<file path="src/rtl/ar_burst_splitter.sv">
// Splits a byte-granular vector memory request into AXI INCR read bursts that
// never exceed MaxBurstLen beats and never cross a 4 KiB page.
module ar_burst_splitter #(
  parameter int AxiDataWidth = 512,
  parameter int AxiAddrWidth = 64,
  parameter int MaxBurstLen  = 256
) (
  input  logic                    clk_i,
  input  logic                    rst_i,
  input  logic                    req_valid_i,
  output logic                    req_ready_o,
  input  logic [AxiAddrWidth-1:0] req_addr_i,
  input  logic [31:0]             req_bytes_i,
  output logic                    ar_valid_o,
  input  logic                    ar_ready_i,
  output logic [AxiAddrWidth-1:0] ar_addr_o,
  output logic [7:0]              ar_len_o,
  output logic [2:0]              ar_size_o,
  output logic [1:0]              ar_burst_o,
  output logic                    ar_last_o,
  output logic                    busy_o
);

  localparam int B         = AxiDataWidth / 8;
  localparam int LgB       = $clog2(B);
  localparam int PageBeats = 4096 / B;

  typedef enum logic [1:0] {
    IDLE  = 2'd0,
    ISSUE = 2'd1,
    DROP  = 2'd2
  } state_e;

  state_e                  state_q, state_d;
  logic [AxiAddrWidth-1:0] addr_q, addr_d;
  logic [32:0]             rem_q, rem_d;
  logic [LgB-1:0]          off_q, off_d;
  logic [7:0]              len_q, len_d;
  logic                    last_q, last_d;

  logic                    load;
  logic [8:0]              beats_cur;
  logic [8:0]              beats_new;
  logic [33:0]             cons_cur;

  // Beats for a burst: enough to cover off+rem, capped by burst length and page end.
  function automatic logic [8:0] calc_beats(input logic [11-LgB:0] page_idx,
                                            input logic [32:0]      rem,
                                            input logic [LgB-1:0]   off);
    logic [33:0] need;
    logic [33:0] page;
    logic [33:0] beats;
    need  = ({1'b0, rem} + 34'(off) + 34'(B - 1)) >> LgB;
    page  = 34'(PageBeats) - 34'(page_idx);
    beats = need;
    if (34'(MaxBurstLen) < beats) beats = 34'(MaxBurstLen);
    if (page < beats) beats = page;
    return beats[8:0];
  endfunction

  // Request bytes actually covered by a burst, excluding the leading offset.
  function automatic logic [33:0] consumed(input logic [8:0]     beats,
                                           input logic [LgB-1:0] off);
    return (34'(beats) << LgB) - 34'(off);
  endfunction

  always_comb begin
    state_d   = state_q;
    addr_d    = addr_q;
    rem_d     = rem_q;
    off_d     = off_q;
    len_d     = len_q;
    last_d    = last_q;
    load      = 1'b0;
    beats_cur = {1'b0, len_q} + 9'd1;
    cons_cur  = consumed(beats_cur, off_q);

    unique case (state_q)
      IDLE: begin
        if (req_valid_i) begin
          if (req_bytes_i != 32'd0) begin
            addr_d  = req_addr_i;
            rem_d   = {1'b0, req_bytes_i};
            off_d   = req_addr_i[LgB-1:0];
            load    = 1'b1;
            state_d = ISSUE;
          end else begin
            state_d = DROP;
          end
        end
      end
      ISSUE: begin
        if (ar_ready_i) begin
          if (last_q) begin
            state_d = IDLE;
          end else begin
            addr_d = {addr_q[AxiAddrWidth-1:LgB], {LgB{1'b0}}}
                     + (AxiAddrWidth'(beats_cur) << LgB);
            rem_d  = ({1'b0, rem_q} > cons_cur) ? 33'({1'b0, rem_q} - cons_cur) : 33'd0;
            off_d  = '0;
            load   = 1'b1;
          end
        end
      end
      DROP: begin
        state_d = IDLE;
      end
      default: begin
        state_d = IDLE;
      end
    endcase

    // The next burst's len/last are precomputed so every ar_* output comes from a flop.
    beats_new = calc_beats(addr_d[11:LgB], rem_d, off_d);
    if (load) begin
      len_d  = 8'(beats_new - 9'd1);
      last_d = consumed(beats_new, off_d) >= {1'b0, rem_d};
    end
  end

  always_ff @(posedge clk_i) begin
    if (rst_i) begin
      state_q <= IDLE;
      addr_q  <= '0;
      rem_q   <= '0;
      off_q   <= '0;
      len_q   <= '0;
      last_q  <= 1'b0;
    end else begin
      state_q <= state_d;
      addr_q  <= addr_d;
      rem_q   <= rem_d;
      off_q   <= off_d;
      len_q   <= len_d;
      last_q  <= last_d;
    end
  end

  assign req_ready_o = (state_q == IDLE);
  assign ar_valid_o  = (state_q == ISSUE);
  assign busy_o      = (state_q != IDLE);
  assign ar_addr_o   = addr_q;
  assign ar_len_o    = len_q;
  assign ar_last_o   = last_q;
  assign ar_size_o   = 3'(LgB);
  assign ar_burst_o  = 2'b01;

endmodule

</file>
<file path="config.mk">
export PLATFORM = sky130hd
export DESIGN_NAME = ar_burst_splitter
export DESIGN_NICKNAME = d
export VERILOG_FILES = /design/src/rtl/ar_burst_splitter.sv
export SDC_FILE = /design/constraint.sdc
export NUM_CORES = 1
export LEC_CHECK = 0
export BUFFER_PORTS_ARGS = -buffer_cell sky130_fd_sc_hd__buf_2
export CELL_PAD_IN_SITES_DETAIL_PLACEMENT = 1
export CELL_PAD_IN_SITES_GLOBAL_PLACEMENT = 2
export CORE_MARGIN = 2
export CORE_UTILIZATION = 33
export DETAILED_ROUTE_END_ITERATION = 12
export HOLD_SLACK_MARGIN = 0.06
export PLACE_DENSITY_LB_ADDON = 0.1
export SETUP_SLACK_MARGIN = 0.5
export SYNTH_ARGS = -nofsm -noshare
export SYNTH_HDL_FRONTEND = slang
export SYNTH_SLANG_ARGS = --single-unit
</file>
<file path="constraint.sdc">
create_clock -name clk_i -period 16.3 [get_ports clk_i]
set_input_delay 2.445 -clock clk_i [delete_from_list [all_inputs] [get_ports clk_i]]
set_output_delay 2.445 -clock clk_i [all_outputs]
set_load 0.05 [all_outputs]
</file>
==> results of run 1 <==
==> worst max-delay path: cells and delay by family, from the launching register on <==
| family | cells | cell delay (ns) |
|---|---|---|
| adder cells (fa/ha/maj) | 7 | 2.64 |
| AO/OA/AOI/OAI | 25 | 5.07 |
| multiplexers | 3 | 1.09 |
| flip-flops | 1 | 0.51 |
| AND/OR/NAND/NOR | 18 | 4.58 |
| XOR/XNOR | 2 | 0.40 |
| buffers and inverters | 1 | 0.04 |
==> registers in the layout, summed over array words and instances, names as in the netlist <==
register   flops
state_q        2
ar_addr_o     64
rem_q         33
off_q          6
ar_last_o      1
ar_len_o       8
==> power by group through the flow <==
stage	clock, mW	sequential, mW	combinational [mW]
3_3_place_gp	0	0.343	0.857
2_1_floorplan	0	0.381	0.565
3_5_place_dp	0	0.343	0.867
4_1_cts	0.367	0.338	0.874
6_report	0.359	0.338	0.883
5_1_grt	0.379	0.343	0.964
==> worst paths after layout <==
path | start | end | slack (ns) | depth (start not counted)
worst max-delay path | ar_len_o[0] | ar_last_o | 1.79 | 56
worst min-delay path | ar_addr_o[0] | ar_addr_o[0] | 0.49 | 2
worst max register to register | ar_len_o[0] | ar_last_o | 1.79 | 56
worst min register to register | ar_addr_o[0] | ar_addr_o[0] | 0.49 | 2
==> logic make-up after synthesis <==
family                   count (synthesis)  synth area share [%]
flip-flops                             114                  21.4
multiplexers                            14                  1.35
buffers and inverters                  132                  5.09
adder cells (fa/ha/maj)                100                  11.8
XOR/XNOR                                89                  7.31
AO/OA/AOI/OAI                          450                  27.7
AND/OR/NAND/NOR                        547                  25.3
other                                    2                0.0704
==> cells in the mapped netlist, types with 15 or more instances <==
library cell	n	area share (%)
nor2_1	149	5.2
nand2_1	142	5.0
a21oi_1	124	5.8
dfxtp_1	114	21
ha_1	95	11
o21ai_0	78	3.7
inv_1	56	2.0
nand3_1	53	2.5
xnor2_1	51	4.2
clkbuf_1	49	1.7
xor2_1	38	3.1
and3_1	35	2.1
a21o_1	34	2.4
a31oi_1	31	1.8
nor3_1	30	1.4
nand4_1	28	1.6
a22oi_1	26	1.8
nor4_1	26	1.5
o22ai_1	23	1.3
a221oi_1	21	1.7
buf_2	17	0.80
a211oi_1	15	1.1
and2_1	15	0.88
==> cells in the final DEF, fill, tap and decap left out, drive strengths merged, types with 35 or more instances in the layout <==
cell   instances
o21ai         84
dfxtp        114
nand2        144
ha            95
a21oi        124
inv           56
and3          35
nor2         149
xnor2         51
buf          191
xor2          38
nand3         53
==> layer usage <==
layer  global-route usage, %  share of wire, %  routed length (um)
met5                       0                 0                   0
met4                    5.50               1.2                 529
met3                    7.05               6.6                3020
met2                    43.0                46               20900
met1                    36.0                46               21000
==> cell type report <==
| type | count | area (um2) | share of cell area, % |
|---|---|---|---|
| clock buffers | 21 | 470 | 3.79 |
| repair buffers | 191 | 998 | 8.04 |
| inverters | 56 | 210 | 1.69 |
| well taps | 402 | 503 | 4.05 |
| flip-flops and latches | 114 | 2280 | 18.4 |
| clock inverters | 10 | 61.3 | 0.494 |
| multi-input cells | 1205 | 7880 | 63.5 |
| diodes | 5 | 12.5 | 0.101 |
==> impl_metrics.env, run 1 <==
export IMPL_drc=0
export IMPL_post_cts_buffers=0
export IMPL_start_util_pct=33.6
export IMPL_design_area_um2=12400
export IMPL_num_rows=65
export IMPL_stdcell_count=2004
export IMPL_gp_congestion=0.886
export IMPL_postSynthCellCount=1448
export IMPL_ys_types=86
export IMPL_p_int_mw=0.808
export IMPL_detail_route_iter0_violations=734
export IMPL_path_class="reg -> reg"
export IMPL_cts_buffers_inserted=17
export IMPL_io_pins=181
export IMPL_clock_path_buffers=2
export IMPL_wire_per_inst_um=22.7
export IMPL_required_ns=16.63
export IMPL_power_frac_comb_pct=55.9
export IMPL_avgViaCountPerCell=5.87
export IMPL_ir_drop_mv=0.0900
export IMPL_clock_latency_ns=0.44
export IMPL_skew_ns=0.00850
export IMPL_layout_drive_gt1_share_pct=16.1
export IMPL_syn_area_per_cell_um2=7.37
export IMPL_rsz0062_at_grt="false"
export IMPL_fin_setup_tns_ns=0
export IMPL_hold_viol_final=0
export IMPL_die_area_um2=33800
export IMPL_setup_viol=0
export IMPL_drt_total_wl_mm=45.5
export IMPL_post_place_ws_ns=1.90
export IMPL_drv_cap=0
export IMPL_area_growth_pct=16.4
export IMPL_grt_ovfl_total=0
export IMPL_crit_top_cell="ha_1"
export IMPL_synth_edf_count=0
export IMPL_slew_headroom_pct=25.2
export IMPL_cts_resized=0
export IMPL_dr_pass1_iters=5
export IMPL_core_um2=31700
export IMPL_finalHoldWorstSlack_ns=0.492
export IMPL_grt_pass1_wl_mm=69.5
export IMPL_synth_seq_cells=114
export IMPL_period_needed_ns=14.51
export IMPL_finalNetCount=1782
export IMPL_power_frac_seq_pct=21.4
export IMPL_status="completed"
export IMPL_num_fill_cells=3977
export IMPL_synth_flop_cell="dfxtp_1"
export IMPL_cts_clk_slew_worst_paths_ns=0.06
export IMPL_arrival_ns=14.84
export IMPL_cts_tree="yes"
export IMPL_ctsHtreeMaxLevel=4
export IMPL_cts_hold_buf=0
export IMPL_p_per_area_nw_per_um2=127
export IMPL_antenna_found_initial=5
export IMPL_die_w_um=184
export IMPL_p_leak_nw=5.36
export IMPL_netlist_area_um2=10700
export IMPL_fmax_mhz=68.9
export IMPL_dpl_hpwl_mm=35.1
export IMPL_grt_max_degree=57
export IMPL_post_route_util_pct=39.2
export IMPL_grt_use_total_pct=26.8
export IMPL_critical_path_slowest_cell="or3_1"
export IMPL_vias=11768
export IMPL_ys_warn_count=0
export IMPL_die_h_um=184
export IMPL_switching_share_pct=48.8
export IMPL_yosysSeqAreaShare_pct=21.4
export IMPL_p_sw_mw=0.772
export IMPL_final_max_slew_viol_count=0
export IMPL_placed_cells=1968
export IMPL_fin_crit_sh_pct=89.0
export IMPL_grt_pass1_vias=11874
export IMPL_cts_root_buf="clkbuf_16"
export IMPL_antenna_left=0
export IMPL_clkPwrFrac_pct=22.7
export IMPL_cp_start_kind="flop"
export IMPL_worst_pin_slew_ns=1.12
export IMPL_place_area_um2=11900
export IMPL_cp_max_fo=19
export IMPL_synthArstFlopShare_pct=0
export IMPL_fin_ws_ns=1.79
export IMPL_max_stage_delay_ns=0.75
export IMPL_total_power_mw=1.58
export IMPL_endpoint_kind="flop"
export IMPL_worstHoldPathType="reg -> reg"
export IMPL_port_buffers=175
export IMPL_numClockSinks=114
(Power assumes the default switching activity.)
==> inputs of run 2 (changes only) <==
Clock period 16.3 ns to 13.48 ns, I/O delays scaled along.
==> run 2 against run 1 <==
Sequential power is 22% higher. Fmax up 20%. Setup slack lost 0.45 ns. Combinational power increased by 29%. Global-route usage is 0.15 points higher. First-iteration DRC count rose by 4.5%. Critical path depth is 2 higher. Highest routed layer is now met5.
==> impl_metrics.env, run 2 (synthesized netlist as in run 1, its figures left out) <==
export IMPL_clock_latency_ns=0.44
export IMPL_place_area_um2=11900
export IMPL_critical_path_slowest_cell="dfxtp_2"
export IMPL_design_area_um2=12900
export IMPL_port_buffers=175
export IMPL_antenna_left=0
export IMPL_wire_per_inst_um=22.7
export IMPL_seq_area_um2=2290
export IMPL_clock_path_buffers=2
export IMPL_vias=11941
export IMPL_dpl_hpwl_mm=35.0
export IMPL_skew_ns=0.00896
export IMPL_rsz0062_at_grt="false"
export IMPL_start_util_pct=33.6
export IMPL_grt_max_degree=54
export IMPL_layout_drive_gt1_share_pct=20.0
export IMPL_fin_ws_ns=1.34
export IMPL_cts_hold_buf=0
export IMPL_cts_clk_slew_worst_paths_ns=0.06
export IMPL_num_fill_cells=3965
export IMPL_antenna_found_initial=3
export IMPL_die_h_um=184
export IMPL_path_class="reg -> reg"
export IMPL_p_per_area_nw_per_um2=156
export IMPL_grt_use_total_pct=26.9
export IMPL_cts_tree="yes"
export IMPL_status="completed"
export IMPL_required_ns=13.81
export IMPL_grt_ovfl_total=0
export IMPL_drv_cap=0
export IMPL_arrival_ns=12.47
export IMPL_worstHoldPathType="reg -> reg"
export IMPL_period_needed_ns=12.14
export IMPL_core_um2=31700
export IMPL_p_leak_nw=5.54
export IMPL_placed_cells=1977
export IMPL_grt_pass1_wl_mm=70.1
export IMPL_num_rows=65
export IMPL_endpoint_kind="flop"
export IMPL_stdcell_count=2029
export IMPL_finalHoldWorstSlack_ns=0.457
export IMPL_detail_route_iter0_violations=767
export IMPL_ctsHtreeMaxLevel=4
export IMPL_worst_pin_slew_ns=1.18
export IMPL_gp_congestion=0.897
export IMPL_fin_setup_tns_ns=0
export IMPL_cp_start_kind="flop"
export IMPL_final_max_slew_viol_count=0
export IMPL_multi_input_area_um2=8150
export IMPL_die_area_um2=33800
export IMPL_cts_buffers_inserted=17
export IMPL_numClockSinks=114
export IMPL_largest_register_ffs=64
export IMPL_finalNetCount=1808
export IMPL_io_pins=181
export IMPL_total_power_mw=2.02
export IMPL_max_stage_delay_ns=0.42
export IMPL_fmax_mhz=82.4
export IMPL_die_w_um=184
export IMPL_cts_root_buf="clkbuf_16"
export IMPL_cp_max_fo=7
export IMPL_dr_pass1_iters=5
export IMPL_avgViaCountPerCell=5.89
export IMPL_drc=0
export IMPL_grt_pass1_vias=11999
export IMPL_area_growth_pct=21.3
export IMPL_post_route_util_pct=40.8
export IMPL_hold_viol_final=0
export IMPL_post_place_ws_ns=-0.427
export IMPL_drt_total_wl_mm=46.0
export IMPL_final_cell_mix="buf_2 (174), nor2_1 (143), nand2_1 (140)"
export IMPL_mostFrequentLayoutCell="buf_2"
export IMPL_slew_headroom_pct=21.3
export IMPL_ir_drop_mv=0.114
export IMPL_fin_crit_sh_pct=90.1
export IMPL_setup_viol=0
[run 2: cell types whose count changed in the layout (fill, tap and decap cells not counted), moves of 4 or more]
cell	before	now
ha_2	0	6
nor2_1	147	143
nor2_2	1	5
ha_4	0	5
buf_4	17	40
a21oi_1	123	118
a21oi_2	0	5
ha_1	95	84
inv_6	0	4
[run 2: timing repair]
action                     CTS  global route
pin swaps                    0            10
setup buffers                0            16
resized for setup            9            49
setup endpoints to repair    1             1
cloned                       0             1
[run 2: routing by layer]
metal	global-route usage (%)	vias to the layer above	routed length [um]
met2	43.5	317	21100
met3	4.93	68	2550
li1	-	5713	-
met5	0	-	10
met4	6.78	2	1020
met1	36.9	5841	21400
[run 2: path summary, 6_finish.rpt]
check                from      endpoint  slack (ns)  depth (start not counted)
min          ar_addr_o[0]  ar_addr_o[0]        0.46                          2
min reg2reg  ar_addr_o[0]  ar_addr_o[0]        0.46                          2
max reg2reg   ar_len_o[1]     ar_last_o        1.34                         58
max           ar_len_o[1]     ar_last_o        1.34                         58
[run 2: final cells by class]
type,instances,share of cell area [%]
antenna,3,0.0580
clock buffer,17,3.29
clock inverter,15,1.23
inverter,56,1.62
multi-input combinational,1206,63.0
sequential,114,17.7
tap,402,3.89
timing repair buffer,216,9.23
[run 2: worst max-delay path, delay by kind of cell (launching register included)]
| family | cells | cell delay (ns) |
|---|---|---|
| flops | 1 | 0.42 |
| simple gates | 17 | 2.97 |
| xor+xnor | 3 | 0.92 |
| buf+inv | 2 | 0.20 |
| fa+ha+maj | 7 | 1.88 |
| compound gates | 27 | 4.97 |
| mux | 2 | 0.61 |
[run 2: power by group]
part           internal [mW]  total [mW]  switching (mW)
clock network          0.274       0.471           0.197
registers              0.369       0.411          0.0415
logic                  0.398        1.14           0.744
total                   1.04        2.02           0.983
